### src/rtl/uart_cmd_pkg.sv
// uart_cmd_pkg
// Shared constants and state types for the UART command receiver.
// The frame header, the command codes and the oversampling limit are defined here.
// The FSM state enums are defined here too.
// The top module uart_cmd_rx and its sub-module uart_rx_byte both import this package.
package uart_cmd_pkg;

    localparam logic [7:0] HDR       = 8'hA5;
    localparam logic [7:0] CMD_RUN   = 8'h01;
    localparam logic [7:0] CMD_OS    = 8'h02;
    localparam logic [7:0] CMD_RANGE = 8'h03;
    localparam logic [7:0] CMD_DIV   = 8'h04;
    localparam logic [7:0] OS_MAX    = 8'd6;

    typedef enum logic [2:0] {
        RX_IDLE,
        RX_START,
        RX_DATA,
        RX_STOP,
        RX_WAIT_IDLE
    } rx_state_t;

    typedef enum logic [2:0] {
        P_HDR,
        P_CMD,
        P_HI,
        P_LO,
        P_SUM
    } parse_state_t;

endpackage

### src/rtl/uart_rx_byte.sv
// uart_rx_byte
// Receives 8N1 bytes: a 2-flop synchroniser feeds a byte FSM.
//   clk, rst   : system clock; asynchronous active-high reset
//   uart_rx    : serial line, idle high, asynchronous to clk
//   byte_vld   : one-cycle pulse, asserted the cycle after a good stop-bit sample
//   byte_data  : received byte (LSB first on the line), valid while byte_vld is high
//   rx_err     : one-cycle pulse when a stop bit is sampled low
module uart_rx_byte
    import uart_cmd_pkg::*;
#(
    parameter int BAUD_CNT = 434
) (
    input  logic       clk,
    input  logic       rst,
    input  logic       uart_rx,
    output logic       byte_vld,
    output logic [7:0] byte_data,
    output logic       rx_err
);

    localparam int HALF  = BAUD_CNT / 2;
    localparam int CNT_W = $clog2(BAUD_CNT + 1);

    logic             rx_s1, rx_s2, rx_prev;
    rx_state_t        state, state_nxt;
    logic [CNT_W-1:0] cnt, cnt_nxt;
    logic [2:0]       bit_idx, bit_nxt;
    logic [7:0]       shift, shift_nxt;
    logic             vld_nxt, err_nxt;

    // The synchroniser flops reset to the idle level.
    // This stops reset release from looking like a start edge.
    // NOTE: non-blocking assignments make each flop take the previous stage's old value.
    always_ff @(posedge clk or posedge rst) begin
        if (rst) begin
            rx_s1   <= 1'b1;
            rx_s2   <= 1'b1;
            rx_prev <= 1'b1;
        end else begin
            rx_s1   <= uart_rx;
            rx_s2   <= rx_s1;
            rx_prev <= rx_s2;
        end
    end

    always_ff @(posedge clk or posedge rst) begin
        if (rst) begin
            state    <= RX_IDLE;
            cnt      <= '0;
            bit_idx  <= '0;
            shift    <= '0;
            byte_vld <= 1'b0;
            rx_err   <= 1'b0;
        end else begin
            state    <= state_nxt;
            cnt      <= cnt_nxt;
            bit_idx  <= bit_nxt;
            shift    <= shift_nxt;
            byte_vld <= vld_nxt;
            rx_err   <= err_nxt;
        end
    end

    // NOTE: every output of this block gets a default first, so no path can leave one unassigned (no latch).
    always_comb begin
        state_nxt = state;
        cnt_nxt   = cnt + CNT_W'(1);
        bit_nxt   = bit_idx;
        shift_nxt = shift;
        vld_nxt   = 1'b0;
        err_nxt   = 1'b0;
        case (state)
            RX_IDLE: begin
                cnt_nxt = '0;
                if (rx_prev && !rx_s2) state_nxt = RX_START;
            end
            RX_START: begin
                // Re-check the start bit at mid-bit.
                // A short low pulse is treated as a glitch and dropped.
                if (cnt == CNT_W'(HALF)) begin
                    cnt_nxt = '0;
                    bit_nxt = '0;
                    state_nxt = rx_s2 ? RX_IDLE : RX_DATA;
                end
            end
            RX_DATA: begin
                if (cnt == CNT_W'(BAUD_CNT - 1)) begin
                    cnt_nxt   = '0;
                    shift_nxt = {rx_s2, shift[7:1]};
                    bit_nxt   = bit_idx + 3'd1;
                    if (bit_idx == 3'd7) state_nxt = RX_STOP;
                end
            end
            RX_STOP: begin
                if (cnt == CNT_W'(BAUD_CNT - 1)) begin
                    cnt_nxt = '0;
                    if (rx_s2) begin
                        vld_nxt   = 1'b1;
                        state_nxt = RX_IDLE;
                    end else begin
                        err_nxt   = 1'b1;
                        state_nxt = RX_WAIT_IDLE;
                    end
                end
            end
            RX_WAIT_IDLE: begin
                // A break holds the line low.
                // Wait for the line to go high so the break is not read as a string of start bits.
                cnt_nxt = '0;
                if (rx_s2) state_nxt = RX_IDLE;
            end
            default: state_nxt = RX_IDLE;
        endcase
    end

    assign byte_data = shift;

endmodule

### src/rtl/uart_cmd_rx.sv
// uart_cmd_rx
// Host-to-FPGA UART command receiver. It parses 5-byte frames: A5, CMD, D_HI, D_LO, SUM.
// Accepted frames update the AD7606 control registers.
//   clk, rst  : system clock; asynchronous active-high reset
//   uart_rx   : serial input, 8N1, idle high
//   adc_run   : continuous-sampling enable
//   adc_os    : oversampling code 0..6
//   adc_range : 0 = +/-5 V, 1 = +/-10 V
//   adc_div   : clk cycles per conversion, never 0
//   cfg_valid : one-cycle pulse when a frame is accepted
//   frame_err : one-cycle pulse when a frame or byte is rejected
// Optional macro UART_CMD_TIMEOUT_EN enables an inter-byte timeout in the parser.
// The timeout is 16 bit-times.
module uart_cmd_rx
    import uart_cmd_pkg::*;
#(
    parameter int CLK_FRE   = 50,
    parameter int UART_RATE = 115200,
    parameter int DIV_RST   = 50000
) (
    input  logic        clk,
    input  logic        rst,
    input  logic        uart_rx,
    output logic        adc_run,
    output logic [2:0]  adc_os,
    output logic        adc_range,
    output logic [15:0] adc_div,
    output logic        cfg_valid,
    output logic        frame_err
);

    localparam int BAUD_CNT = CLK_FRE * 1_000_000 / UART_RATE;

    logic       byte_vld, rx_err;
    logic [7:0] byte_data;

    uart_rx_byte #(.BAUD_CNT(BAUD_CNT)) u_rx (
        .clk      (clk),
        .rst      (rst),
        .uart_rx  (uart_rx),
        .byte_vld (byte_vld),
        .byte_data(byte_data),
        .rx_err   (rx_err)
    );

    parse_state_t pstate, pstate_nxt;
    logic [7:0]   cmd_q, hi_q, lo_q, cmd_nxt, hi_nxt, lo_nxt;
    logic         run_nxt, range_nxt, cv_nxt, fe_nxt;
    logic [2:0]   os_nxt;
    logic [15:0]  div_nxt;
    logic [7:0]   sum;
    logic         timeout_hit;

    assign sum = cmd_q + hi_q + lo_q;

`ifdef UART_CMD_TIMEOUT_EN
    localparam int TIMEOUT_CYC = 16 * BAUD_CNT;
    localparam int TO_W        = $clog2(TIMEOUT_CYC + 1);
    logic [TO_W-1:0] to_cnt;

    // The counter runs only while a frame is in progress.
    // It restarts on every received byte.
    always_ff @(posedge clk or posedge rst) begin
        if (rst)                              to_cnt <= '0;
        else if (pstate == P_HDR || byte_vld) to_cnt <= '0;
        else if (!timeout_hit)                to_cnt <= to_cnt + TO_W'(1);
    end
    assign timeout_hit = (to_cnt == TO_W'(TIMEOUT_CYC - 1));
`else
    assign timeout_hit = 1'b0;
`endif

    always_ff @(posedge clk or posedge rst) begin
        if (rst) begin
            pstate    <= P_HDR;
            cmd_q     <= '0;
            hi_q      <= '0;
            lo_q      <= '0;
            adc_run   <= 1'b0;
            adc_os    <= 3'd0;
            adc_range <= 1'b0;
            adc_div   <= 16'(DIV_RST);
            cfg_valid <= 1'b0;
            frame_err <= 1'b0;
        end else begin
            pstate    <= pstate_nxt;
            cmd_q     <= cmd_nxt;
            hi_q      <= hi_nxt;
            lo_q      <= lo_nxt;
            adc_run   <= run_nxt;
            adc_os    <= os_nxt;
            adc_range <= range_nxt;
            adc_div   <= div_nxt;
            cfg_valid <= cv_nxt;
            frame_err <= fe_nxt;
        end
    end

    always_comb begin
        pstate_nxt = pstate;
        cmd_nxt    = cmd_q;
        hi_nxt     = hi_q;
        lo_nxt     = lo_q;
        run_nxt    = adc_run;
        os_nxt     = adc_os;
        range_nxt  = adc_range;
        div_nxt    = adc_div;
        cv_nxt     = 1'b0;
        fe_nxt     = 1'b0;
        if (rx_err) begin
            // A framing error aborts a partial frame.
            // A framing error between frames is ignored silently.
            if (pstate != P_HDR) begin
                pstate_nxt = P_HDR;
                fe_nxt     = 1'b1;
            end
        end else if (byte_vld) begin
            case (pstate)
                P_HDR: if (byte_data == HDR) pstate_nxt = P_CMD;
                P_CMD: begin cmd_nxt = byte_data; pstate_nxt = P_HI;  end
                P_HI:  begin hi_nxt  = byte_data; pstate_nxt = P_LO;  end
                P_LO:  begin lo_nxt  = byte_data; pstate_nxt = P_SUM; end
                P_SUM: begin
                    pstate_nxt = P_HDR;
                    fe_nxt     = 1'b1;
                    if (byte_data == sum) begin
                        case (cmd_q)
                            CMD_RUN: begin
                                run_nxt = lo_q[0];
                                fe_nxt  = 1'b0;
                            end
                            CMD_OS: if (lo_q <= OS_MAX) begin
                                os_nxt = lo_q[2:0];
                                fe_nxt = 1'b0;
                            end
                            CMD_RANGE: begin
                                range_nxt = lo_q[0];
                                fe_nxt    = 1'b0;
                            end
                            CMD_DIV: if ({hi_q, lo_q} != 16'd0) begin
                                div_nxt = {hi_q, lo_q};
                                fe_nxt  = 1'b0;
                            end
                            default: fe_nxt = 1'b1;
                        endcase
                    end
                    cv_nxt = !fe_nxt;
                end
                default: pstate_nxt = P_HDR;
            endcase
        end else if (timeout_hit) begin
            pstate_nxt = P_HDR;
            fe_nxt     = 1'b1;
        end
    end

endmodule

### config.mk
export PLATFORM = sky130hd
export DESIGN_NAME = uart_cmd_rx
export DESIGN_NICKNAME = d
export VERILOG_FILES = /design/src/rtl/uart_cmd_pkg.sv /design/src/rtl/uart_rx_byte.sv /design/src/rtl/uart_cmd_rx.sv
export SDC_FILE = /design/constraint.sdc
export NUM_CORES = 1
export LEC_CHECK = 0
export ABC_CLOCK_PERIOD_IN_PS = 6000
export CAP_MARGIN = 5
export CORE_ASPECT_RATIO = 0.5
export CORE_MARGIN = 4
export CORE_UTILIZATION = 40
export CTS_BUF_LIST = sky130_fd_sc_hd__clkbuf_2
export DETAILED_ROUTE_END_ITERATION = 7
export PLACE_DENSITY_LB_ADDON = 0.05
export SLEW_MARGIN = 20
export SYNTH_ARGS = -nofsm -noshare
export SYNTH_HDL_FRONTEND = slang
export SYNTH_SLANG_ARGS = --single-unit
export TNS_END_PERCENT = 1
### constraint.sdc
create_clock -name clk -period 6 [get_ports clk]
set_input_delay 1.2 -clock clk [delete_from_list [all_inputs] [get_ports clk]]
set_output_delay 1.2 -clock clk [all_outputs]
set_load 0.05 [all_outputs]
==> impl_metrics.yaml <==
setup_path:
  cp_slowest_cell: "nor4_4"
  path_max_fanout: 10
  worstSetupPathType: "reg2reg"
  critPathTopFamily: "adder cells"
  rrSetupSlack_ps: 2240
  crit_path_start_kind: "flip-flop"
  r2r-end: "adc_div[12]"
  crit_required_ps: 6410
  cp_cell_sequence: "fa_1 -> ha_1 -> fa_1 -> a21o_1 -> a21oi_1 -> o21ai_0 -> xnor2_2 -> nor4_4 -> buf_6 -> mux2_2"
  end_kind: "flip-flop"
  cpPeakStageDelay_ps: 580
  timing.rr.start: "cmd_q[1]"
  r2r_cells: 10
  cp.arrival_ps: 4170
  path_buf_inv: 1
  cp_common_cell: "fa_1"
  worst-path-stages: 10
cells_and_area:
  fin_cells: 456
  multiInputGateArea_sq_um: 1770
  fin_util: 0.475
  drive_above_1_share: 0.257
  fin_nets: 355
  syn2layout_area_growth_pct: 12.4
  nFillCells: 808
  seq_area_sq_um: 1960
  antennaDiodeCount: 0
global_route:
  grt_pass1_wl_microns: 12800
  grt_pass1_vias: 2488
  grt_start_max_net_pins: 48
  grt_usage: 0.145
  antenna_found_initial: 0
  globalRouteOverflowTotal: 0
synth:
  synth_area_leaders: "dfrtp_1, mux2_2, dfstp_2, fa_1, ha_1"
  synth_largest_area_cell: "dfrtp_1"
  synth_flop_cell: "dfrtp_1"
  synth_area_per_cell_sq_um: 12.6
  async_flop_share: 1.00
  netlist_area_sq_um: 3800
  synth.top_cell.area_share: 0.455
  yosysUniqueCellTypes: 42
  synth-warning-count: 0
  syn_inst: 302
  ys_seq_area_frac: 0.517
  synthTopCellsByCount: "dfrtp_1, mux2_2, nor2_1"
  synth_edf_count: 0
  synthesis.nets: 323
  synth.most_common_cell: "dfrtp_1"
  synth_seq_cells: 78
floorplanning:
  coreArea_sq_um: 8980
  num_io_pins: 26
  num_rows: 24
  start_util: 0.423
  die_w_microns: 146
  die_area_sq_um: 11200
  die_h_microns: 76.9
placement:
  place_ws_ps: 2030
  port-buffer-count: 25
  placed_cells: 439
  place_congestion: 0.861
  hpwlAfterDp_microns: 5510
clock_network:
  cts-root-buf: "clkbuf_2"
  hold_buffers: 0
  clk_latency_ps: 540
  cts_post_setup_buffers_inserted: 0
  cts_tree: "yes"
  cts.sinks: 78
  clk_pin_slew_worst_paths_ps: 230
  cts_buffer_depth: 2
  cts_max_level: 3
  cts_resized: 0
  numCtsBuffers: 9
sta:
  rsz0062_at_grt: "no"
  fmax_mhz: 266
  setup_tns_ps: 0
  period_minus_slack_ps: 3760
  fin_ws_ps: 2240
  period_share: 0.626
  hold_violations: 0
  worst_pin_slew_ps: 745
  slew_violations: 0
  relSlewSlack: 0.491
  setup-violations-final: 0
  clock_skew_ps: 39.6
worst_hold_path:
  hold_end: "u_rx.rx_s2"
  holdCritStartpoint: "u_rx.rx_s1"
  hold_class: "reg2reg"
  whs_path_depth: 0
power:
  power.share.switching: 0.284
  p_comb_frac: 0.086
  ir_drop_v: 0.000133
  p_per_area_nw_per_um2: 203
  clockPowerShare: 0.267
  p_leak_uw: 0.00204
  power.internal_uw: 621
  p_sw_uw: 246
  power_frac_seq: 0.646
routing:
  first_pass_iters: 4
  ant_nets: 0
  routed_wl_microns: 7520
  wire_per_inst_microns: 16.5
  viasPerCell: 5.30
  drt-initial-drc-count: 98
  vias: 2418
  drc_errors: 0
run_status:
  outcome: "complete, no violations"
flow_run:
  timing.max_cap.violations: 0
cells by family after synthesis:
kind of cell	share of synthesized area
AND/OR/NAND/NOR	0.127
buffers and inverters	0.0171
multiplexers	0.157
AO/OA/AOI/OAI	0.0514
flip-flops	0.517
adder cells (fa/ha/maj)	0.0751
XOR/XNOR	0.0550
how the worst max path moves through the flow:
stage,start,to,slack (ps)
3_5_place_dp,cmd_q[1],adc_div[5],2030
6_report,cmd_q[1],adc_div[12],2240
2_1_floorplan,cmd_q[1],adc_div[0],2620
4_1_cts,cmd_q[1],adc_div[11],1970
5_1_grt,cmd_q[1],adc_div[11],2060
3_3_place_gp,cmd_q[1],adc_div[7],2140
metal layers:
metal,share of wire,GRT usage
met1,0.48,0.189
met2,0.47,0.233
met3,0.037,0.0418
met4,0.015,0.0549
met5,0,0
per-stage QoR:
step | hold slack [ps] | power (uW) | cell area (sq um)
final | 370 | 866 | 4270
after global routing | 382 | 925 | 4270
after CTS | 371 | 884 | 4260
after floorplan | 345 | 626 | 3800
after detailed placement | 347 | 645 | 4180
after global placement | 347 | 642 | 4180
placed cells by master (no fill, tap or decap), drive strengths merged, types with 9 or more instances in the layout:
| master | instances |
|---|---|
| mux2 | 53 |
| nand2 | 13 |
| xor2 | 11 |
| dfrtp | 69 |
| dfstp | 9 |
| clkdlybuf4s50 | 25 |
| nor4 | 13 |
| nor2 | 20 |
| xnor2 | 12 |
| ha | 10 |
| clkbuf | 11 |
power by group through the flow:
stage	Sequential (uW)	Clock [uW]	Combinational, uW
5_1_grt	563	273	88.5
2_1_floorplan	561	0	64.5
6_report	560	232	74.8
3_3_place_gp	568	0	74.1
3_5_place_dp	569	0	76.6
4_1_cts	560	247	77.1
sequential cells by signal (all words and copies together), names as in the netlist, 3 cells and up:
signal,flops
lo_q,8
u_rx.state,3
u_rx.byte_data,8
u_rx.cnt,9
adc_os,3
pstate,3
cmd_q,8
hi_q,8
adc_div,16
u_rx.bit_idx,3
layout make-up:
cell class / instances / share of cell area
Sequential cell: 78 / 0.460
Timing Repair Buffer: 28 / 0.0648
Inverter: 8 / 0.00703
Clock buffer: 11 / 0.0129
Tap cell: 117 / 0.0343
Clock inverter: 5 / 0.00645
Multi-Input combinational cell: 209 / 0.415
worst register-to-register path, stage by stage (launching register included):
cell     delay (ps)
dfrtp_1         500
fa_1            510
ha_1            250
fa_1            410
a21o_1          190
a21oi_1         200
o21ai_0         180
xnor2_2         240
nor4_4          580
buf_6           240
mux2_2          340
Note: power is estimated with default switching activity, not from simulation.
